### src/rtl/core_sequencer_pkg.sv
// Shared types and constants for the RV32E multi-cycle sequencer.
package core_sequencer_pkg;

   localparam int unsigned XLEN     = 32;
   localparam int unsigned CAUSE_W  = 2;

   localparam logic [XLEN-1:0] RESET_PC_DEFAULT = 32'h8000_0000;

   typedef enum logic [2:0] {
      ST_FETCH = 3'd0,
      ST_EXEC  = 3'd1,
      ST_MEM   = 3'd2,
      ST_WB    = 3'd3,
      ST_TRAP  = 3'd4
   } seq_state_e;

   localparam logic [CAUSE_W-1:0] CAUSE_NONE     = 2'd0;
   localparam logic [CAUSE_W-1:0] CAUSE_IMEM_TO  = 2'd1;
   localparam logic [CAUSE_W-1:0] CAUSE_DMEM_TO  = 2'd2;
   localparam logic [CAUSE_W-1:0] CAUSE_MISALIGN = 2'd3;

endpackage

### src/rtl/core_sequencer_wait_timer.sv
// Saturating wait-cycle counter with timeout detect.
//   clk, rst_n : clock, async active-low reset
//   i_clr      : clear counter (state change)
//   i_en       : a wait cycle is in progress (valid high, ready low)
//   o_expire_c : this wait cycle is the TIMEOUT-th one; 0 when TIMEOUT=0
module core_sequencer_wait_timer #(
   parameter int unsigned TIMEOUT = 255
) (
   input  logic clk,
   input  logic rst_n,
   input  logic i_clr,
   input  logic i_en,
   output logic o_expire_c
);

   localparam int unsigned CW = (TIMEOUT == 0) ? 1 : $clog2(TIMEOUT + 1);
   localparam logic [CW-1:0] SAT  = CW'(TIMEOUT);
   localparam logic [CW-1:0] LAST = (TIMEOUT == 0) ? '0 : CW'(TIMEOUT - 1);

   logic [CW-1:0] r_cnt;

   // Counter holds the number of completed wait cycles in the current state.
   always_ff @(posedge clk or negedge rst_n) begin
      if (!rst_n) begin
         r_cnt <= '0;
      end else if (i_clr) begin
         r_cnt <= '0;
      end else if (i_en && (r_cnt < SAT)) begin
         r_cnt <= r_cnt + CW'(1);
      end
   end

   // Expire when this wait would bring the count to TIMEOUT; a ready in
   // the same cycle drops i_en, so the transfer wins.
   assign o_expire_c = (TIMEOUT != 0) && i_en && (r_cnt >= LAST);

endmodule

### src/rtl/core_sequencer.sv
// Multi-cycle FETCH/EXEC/MEM/WB sequencer owning PC and IR, with
// memory-wait watchdog and misaligned-PC trap.
//   imem_valid/ready/rdata : instruction fetch handshake, address = pc
//   inst, pc               : instruction register and program counter
//   next_pc                : successor PC from the datapath
//   mem_read/write, reg_write : decoded controls from the decoder
//   dmem_valid/wen/ready   : data access handshake
//   load_we, rf_wen, retire: datapath strobes
//   trap, trap_cause       : sticky error and its reason
module core_sequencer
   import core_sequencer_pkg::*;
#(
   parameter logic [XLEN-1:0] RESET_PC = RESET_PC_DEFAULT,
   parameter int unsigned     TIMEOUT  = 255
) (
   input  logic               clk,
   input  logic               rst_n,
   output logic               imem_valid,
   input  logic               imem_ready,
   input  logic [XLEN-1:0]    imem_rdata,
   output logic [XLEN-1:0]    inst,
   output logic [XLEN-1:0]    pc,
   input  logic [XLEN-1:0]    next_pc,
   input  logic               mem_read,
   input  logic               mem_write,
   input  logic               reg_write,
   output logic               dmem_valid,
   output logic               dmem_wen,
   input  logic               dmem_ready,
   output logic               load_we,
   output logic               rf_wen,
   output logic               retire,
   output logic               trap,
   output logic [CAUSE_W-1:0] trap_cause
);

   seq_state_e         r_state;
   seq_state_e         w_state_nxt;
   logic [XLEN-1:0]    r_pc;
   logic [XLEN-1:0]    r_inst;
   logic [CAUSE_W-1:0] r_cause;

   logic               w_imem_valid;
   logic               w_dmem_valid;
   logic               w_dmem_wen;
   logic               w_load_we;
   logic               w_rf_wen;
   logic               w_retire;
   logic               w_inst_load;
   logic               w_pc_load;
   logic               w_cause_set;
   logic [CAUSE_W-1:0] w_cause_val;
   logic               w_wait;
   logic               w_expire;

   // A wait cycle: request outstanding with no ready.
   assign w_wait = ((r_state == ST_FETCH) && !imem_ready) ||
                   ((r_state == ST_MEM)   && !dmem_ready);

   core_sequencer_wait_timer #(
      .TIMEOUT    (TIMEOUT)
   ) u_wait_timer (
      .clk        (clk),
      .rst_n      (rst_n),
      .i_clr      (w_state_nxt != r_state),
      .i_en       (w_wait),
      .o_expire_c (w_expire)
   );

   // State register.
   always_ff @(posedge clk or negedge rst_n) begin
      if (!rst_n) begin
         r_state <= ST_FETCH;
      end else begin
         r_state <= w_state_nxt;
      end
   end

   // Next-state and strobe decode.
   always_comb begin
      w_state_nxt  = r_state;
      w_imem_valid = 1'b0;
      w_dmem_valid = 1'b0;
      w_dmem_wen   = 1'b0;
      w_load_we    = 1'b0;
      w_rf_wen     = 1'b0;
      w_retire     = 1'b0;
      w_inst_load  = 1'b0;
      w_pc_load    = 1'b0;
      w_cause_set  = 1'b0;
      w_cause_val  = CAUSE_NONE;
      case (r_state)
         ST_FETCH: begin
            w_imem_valid = 1'b1;
            if (imem_ready) begin
               w_inst_load = 1'b1;
               w_state_nxt = ST_EXEC;
            end else if (w_expire) begin
               w_cause_set = 1'b1;
               w_cause_val = CAUSE_IMEM_TO;
               w_state_nxt = ST_TRAP;
            end
         end
         ST_EXEC: begin
            w_state_nxt = (mem_read || mem_write) ? ST_MEM : ST_WB;
         end
         ST_MEM: begin
            w_dmem_valid = 1'b1;
            w_dmem_wen   = mem_write;
            if (dmem_ready) begin
               w_load_we   = mem_read;
               w_state_nxt = ST_WB;
            end else if (w_expire) begin
               w_cause_set = 1'b1;
               w_cause_val = CAUSE_DMEM_TO;
               w_state_nxt = ST_TRAP;
            end
         end
         ST_WB: begin
            w_rf_wen = reg_write;
            w_retire = 1'b1;
            // Misaligned successor still retires but freezes the PC.
            if (next_pc[1:0] != 2'b00) begin
               w_cause_set = 1'b1;
               w_cause_val = CAUSE_MISALIGN;
               w_state_nxt = ST_TRAP;
            end else begin
               w_pc_load   = 1'b1;
               w_state_nxt = ST_FETCH;
            end
         end
         ST_TRAP: begin
            w_state_nxt = ST_TRAP;
         end
         default: begin
            w_state_nxt = ST_TRAP;
         end
      endcase
   end

   // PC, instruction register and trap cause.
   always_ff @(posedge clk or negedge rst_n) begin
      if (!rst_n) begin
         r_pc    <= RESET_PC;
         r_inst  <= '0;
         r_cause <= CAUSE_NONE;
      end else begin
         if (w_pc_load)   r_pc    <= next_pc;
         if (w_inst_load) r_inst  <= imem_rdata;
         if (w_cause_set) r_cause <= w_cause_val;
      end
   end

   // Reset parks the FSM in FETCH, so the fetch request is masked by rst_n.
   assign imem_valid = w_imem_valid & rst_n;
   assign dmem_valid = w_dmem_valid;
   assign dmem_wen   = w_dmem_wen;
   assign load_we    = w_load_we;
   assign rf_wen     = w_rf_wen;
   assign retire     = w_retire;
   assign inst       = r_inst;
   assign pc         = r_pc;
   assign trap       = (r_state == ST_TRAP);
   assign trap_cause = r_cause;

endmodule
### config.mk
export PLATFORM = sky130hd
export DESIGN_NAME = core_sequencer
export DESIGN_NICKNAME = d
export VERILOG_FILES = /design/src/rtl/core_sequencer_pkg.sv /design/src/rtl/core_sequencer_wait_timer.sv /design/src/rtl/core_sequencer.sv
export SDC_FILE = /design/constraint.sdc
export NUM_CORES = 1
export LEC_CHECK = 0
export ABC_AREA = 1
export CORE_AREA = 5 5 100 102
export CTS_BUF_LIST = sky130_fd_sc_hd__clkbuf_16
export DETAILED_ROUTE_END_ITERATION = 12
export DIE_AREA = 0 0 105 107
export PLACE_DENSITY_LB_ADDON = 0.12
export SYNTH_ARGS = -nofsm -noshare
export SYNTH_HDL_FRONTEND = slang
export SYNTH_SLANG_ARGS = --single-unit
### constraint.sdc
create_clock -name clk -period 3.25 [get_ports clk]
set_input_delay 0.325 -clock clk [delete_from_list [all_inputs] [get_ports clk]]
set_output_delay 0.325 -clock clk [all_outputs]
set_load 0.05 [all_outputs]
==> out/results.tsv <==
metric	value	unit
status	finished clean	
crit_slowest_cell	clkdlybuf4s50_1	
overflow	0	
leakage	2.54	nW
slew_violations	0	
postSynthCellCount	384	
cts_sinks	77	
pre_cts_ws	955	ps
skew	4.76	ps
dpl_cell_area	4750	um^2
die_y	107	um
drv_cap	0	
root_buffer	clkbuf_16	
avgViaCountPerCell	4.39	
clock_latency	320	ps
reg2reg_to	pc[8]$_DFFE_PN0P_	
multiInputGateArea	1130	um^2
crit-reg2reg-launch	r_state[0]$_DFF_PN0_	
groute.usage.overall	15.2	%
synth_fp_nets	457	
synth.distinct_cells	26	
finish.utilization	55.7	%
p_int	1.66	mW
crit_chain	inv_2 -> nor2_1 -> nand3_1 -> nor2_1 -> clkdlybuf4s50_1	
firstDrtPassIters	4	
drive_above_1_share	5.63	%
cts-hold-fix-buffers	0	
slew_headroom	33.2	%
cts_resized	0	
synth_area_leader_cell	dfrtp_1	
final_cell_area	5030	um^2
path_class	register to output port	
fin_hold_ws	240	ps
n_antenna_cell	0	
stdcell_count	644	
synth-seq-cells	77	
power.total	2.14	mW
grt_pass1_wl	13900	um
drt-total-wl	8470	um
core	9020	um^2
dieArea	11200	um^2
synth_seq_area_share	59.9	%
synth-main-ff-cell	dfrtp_1	
synthArstFlopShare	100	%
n_fill_cell	845	
p_sw	0.478	mW
placedCellCount	629	
setup_ws	815	ps
cp_top_family	buffers and inverters	
worst-path-max-fanout	4	
worst_pin_slew	1000	ps
crit_start	r_state[1]$_DFF_PN0_	
seqPwrFrac	45.9	%
max_freq	411	MHz
clk_pin_slew	60	ps
cts_setup_buffers	0	
powerDensity	426	nW/um^2
num_vias	2824	
clock_power_share	44.4	%
cts_tree	done	
first_iter_violations	97	
period_share	74.9	%
required	2920	ps
detail-route-antenna-nets	0	
cpMostUsedCell	nor2_1	
layout_min_cycle_time	2430	ps
p_sw_share	22.3	%
place.gp.congestion	0.744	
syn_area	3220	um^2
final_nets	602	
rows	35	
dpl.hpwl	5990	um
clock_path_buffers	2	
cts_max_level	3	
start_util	35.7	%
synth_edf_count	0	
port-buffer-count	143	
critPathBufInv	2	
synth_top_area_share	59.1	%
top_level_ports	144	
numCtsBuffers	9	
hold_viol_final	0	
grt_max_degree	78	
seq_area	1930	um^2
syn_area_per_cell	8.39	um^2
die_x	105	um
yosys_warnings	0	
setup_tns	0	ps
end_kind	output port	
hold_path.class	input pin to async pin	
p_comb_share	9.7	%
synth.most_common_cell	nand2_1	
crit_path_start_kind	register	
grt_pass1_vias	2840	
synth_area_leaders	dfrtp_1 59%, nand2_1 24%, nor2_1 3.0%	
antenna_found_initial	0	
wire_per_inst	13.1	um
irDropWorstVdd	0.226	mV
r2r_slack	1390	ps
rsz0062_at_grt	no	
cp_data_arrival_time	2110	ps
setup_viol	0	
reg2reg_depth	8	
synth_common_cells	209 x nand2_1, 76 x dfrtp_1, 26 x nor2_1	
areaGrowthSynthToFinish	56.1	%
drc	0	
critPathMaxStageDelay	830	ps
## power by group through the flow
stage	Clock [mW]	Sequential, mW	Combinational (mW)
4_1_cts	0.983	0.983	0.211
2_1_floorplan	0	1.06	0.0124
5_1_grt	1.02	0.984	0.222
3_3_place_gp	0	0.999	0.209
3_5_place_dp	0	1.00	0.210
6_report	0.950	0.983	0.207
## area by class of cell
class / count / share of cell area (%)
multi-input combinational: 268 / 22.4
inverter: 27 / 2.02
tap: 111 / 2.76
clock inverter: 6 / 1.12
sequential: 77 / 38.3
timing repair buffer: 146 / 28.9
clock buffer: 9 / 4.48
## placed cells by master, fill, tap and decap left out, types with 2 or more instances in the layout
cell type,n
nand2_1,209
buf_4,4
nand3b_1,2
inv_2,4
clkinv_2,3
xor2_1,2
dfrtp_1,76
ha_1,2
nand4_1,2
nor3_4,2
clkdlybuf4s50_1,142
clkbuf_16,9
nor3_1,2
inv_1,24
o21ai_0,2
nand2_2,2
nand3_1,8
xnor2_1,2
nor2_1,26
## how the worst max path moves through the flow
stage	endpoint	depth (start not counted)
2_1_floorplan	rf_wen	4
3_3_place_gp	load_we	4
3_5_place_dp	load_we	4
4_1_cts	load_we	5
5_1_grt	load_we	5
6_report	load_we	5
## sequential cells by signal (all words and copies together) (netlist names)
register,count
trap_cause,2
u_wait_timer.r_cnt,8
inst,32
pc,32
r_state,3
## metal layers
| layer | track usage (%) | vias to the layer above | wire, um |
|---|---|---|---|
| met5 | 0 | - | 0 |
| met4 | 5.11 | 0 | 109 |
| met3 | 5.72 | 8 | 707 |
| met2 | 23.8 | 90 | 3960 |
| met1 | 19.4 | 1276 | 3680 |
| li1 | - | 1450 | - |
## cell families (layout without fill, tap and decap cells)
family,count (synthesis),count (layout),share of synthesized area [%]
buf+inv,39,188,5.13
fa+ha+maj,2,2,0.777
simple gates,256,256,31.9
compound gates,6,6,1.24
flops,77,77,59.9
xor+xnor,4,4,1.09
Power figures use the tool's default switching activity.
==> RTL change: new RTL, same flow settings <==
Encoding of `seq_state_e`: now one-hot (5 bits for 5 states).
--- a/src/rtl/core_sequencer_pkg.sv
+++ b/src/rtl/core_sequencer_pkg.sv
@@ -8,8 +8,8 @@
 
-   typedef enum logic [2:0] {
-      ST_FETCH = 3'd0,
-      ST_EXEC  = 3'd1,
-      ST_MEM   = 3'd2,
-      ST_WB    = 3'd3,
-      ST_TRAP  = 3'd4
+   typedef enum logic [4:0] {
+      ST_FETCH = 5'b00001,
+      ST_EXEC  = 5'b00010,
+      ST_MEM   = 5'b00100,
+      ST_WB    = 5'b01000,
+      ST_TRAP  = 5'b10000
    } seq_state_e;
Check against the original RTL: no difference found for any inputs over 10 cycles, from zero or initial values and one cycle with rst_n low; not proved beyond that.
==> RTL change against the original RTL <==
  * Maximum frequency shrank 2.3%
  * Synthesized area grew 5.6%
  * Largest power group is now the clock network
  * Power grew 0.68%
  * Critical endpoint is now imem_valid
  * Setup slack lost 0.057 ns
  * Highest routed layer unchanged
  * Sequential cell count grew 2
  * Sequential share of layout area shrank 0.69 points
  * Final cell count grew 2.0%
  * Cell area grew 4.6%
  * Wire length grew 5.6%
  * Die area is the same
==> RTL change: results (changes against the original RTL) <==
* Root Buffer: clkbuf_16 (unchanged)
* I/O Buffers at 143 (unchanged)
* First-pass DRT Iterations at 4 (unchanged)
* # diodes at 0 (unchanged)
* Via Count at 2929 (was 2824)
* Synth Warn # at 0 (unchanged)
* Cts repair resizes at 0 (unchanged)
* First-pass GRT wire length at 15000 um (was 13900 um)
* Avg WL per Cell at 13.6 um (was 13.1 um)
* Fin nets at 615 (was 602)
* Num CTS Buffers at 9 (unchanged)
* Yosys cell types at 28 (was 26)
* Family with the most delay on the worst path: buffers and inverters (unchanged)
* Dpl cell area at 4950 sq um (was 4750 sq um)
* Pre-CTS WS at 1.02 ns (was 0.955 ns)
* Clock Latency Late Sink at roughly 0.33 ns
* Async S/R FF share, synth at 1.00 (unchanged)
* 1st-iter DRT viols at 106 (was 97)
* Most frequent cell after synthesis: nand2_1 (unchanged)
* Worst clock skew at 0.0105 ns (was 0.00476 ns)
* Mapped Nets at 469 (was 457)
* Total GRT Usage at 0.165 (was 0.152)
* LEAKAGE at 2.67 nW (was 2.54 nW)
* Worst slew pin tran at 1.02 ns (was 1.00 ns)
* Placed Instances at 642 (was 629)
* Crit-path max cell delay at 0.81 ns (was 0.83 ns)
* Detail-routed via count per cell at 4.46 (was 4.39)
* Post-CTS setup buffers at 0 (unchanged)
* Register area share after synthesis at 0.582 (was 0.599)
* Vias in the first global route at 3103 (was 2840)
* Placer Congestion at 0.856 (was 0.744)
* Top cells by count, synth: nand2_1 (207), dfrtp_1 (77), inv_1 (17) (was nand2_1 (209), dfrtp_1 (76), nor2_1 (26))
* Worst-path clk slew at 0.06 ns (about the same)
* Pin count of the biggest net entering global routing at 80 (was 78)
* Critical path arrival at 2.17 ns (was 2.11 ns)
* Layout cells sized above 1 at 0.106 (was 0.0563)
* Mapped Cells at 396 (was 384)
* Maximum root-to-sink buffer count at 2 (unchanged)
* Largest fanout on the critical path at 5 (was 4)
* Setup TNS at 0 ns (unchanged)
* Synth area leaders: dfrtp_1 (57%), nand2_1 (23%), nor2_2 (2.2%), inv_1 (1.9%), nor2_1 (1.8%) (was dfrtp_1 (59%), nand2_1 (24%), nor2_1 (3.0%), inv_1 (2.7%), nand3_1 (1.2%))
* Detailed Place HPWL at 6470 um (was 5990 um)
* Peak supply drop at 0.000272 V (was 0.000226 V)
* Status: finished, final reports clean (unchanged)
## RTL change: cell types whose count changed after synthesis, moves of 3 or more
cell	unedited run	this run
inv_2	4	7
nor2_2	1	12
buf_4	3	0
clkbuf_1	3	6
inv_1	23	17
nor2_4	0	4
nor2_1	26	16
nand2_2	2	6
nand4_1	2	5
## RTL change: area by class of cell
cell class / count / area [sq um]
Clock buffer: 9 / 225
Timing Repair Buffer: 147 / 1460
Tap cell: 111 / 139
Clock inverter: 6 / 85.1
Sequential cell: 79 / 1980
Inverter: 24 / 90.1
Fill cell: 827 / 3760
Multi-Input combinational cell: 281 / 1280
## RTL change: final timing paths
check,start,to,slack [ns],cells after the start
worst max-delay path,r_state[2],imem_valid,0.76,5
worst min-delay path,rst_n,trap_cause[0],0.26,2
worst max register to register,r_state[0],u_wait_timer.r_cnt[2],1.34,9
worst min register to register,pc[31],pc[31],0.47,2
max in group asynchronous,rst_n,u_wait_timer.r_cnt[1],2.32,2
min in group clk,pc[31],pc[31],0.47,2
## RTL change: where the power goes
part	leakage [nW]	internal, mW	switching [mW]
combinational	1.44	0.0763	0.0387
sequential	1.07	0.985	0.000721
clock	0.149	0.667	0.387
## RTL change: cell families after synthesis
family | share of synthesized area
xor gates and xnor gates | 0.0154
DFF | 0.582
buffers and inverters | 0.0419
adders and majority gates | 0.00735
and+or+nand+nor | 0.340
AOI/OAI and AO/OA | 0.0136
## RTL change: per-layer routing
metal  wire, um  up-vias  track usage
met4         68        0       0.0420
met1       3680     1350        0.194
met3        882        5       0.0807
met2       4320       82        0.269
met5          0        -            0
li1           -     1492            -
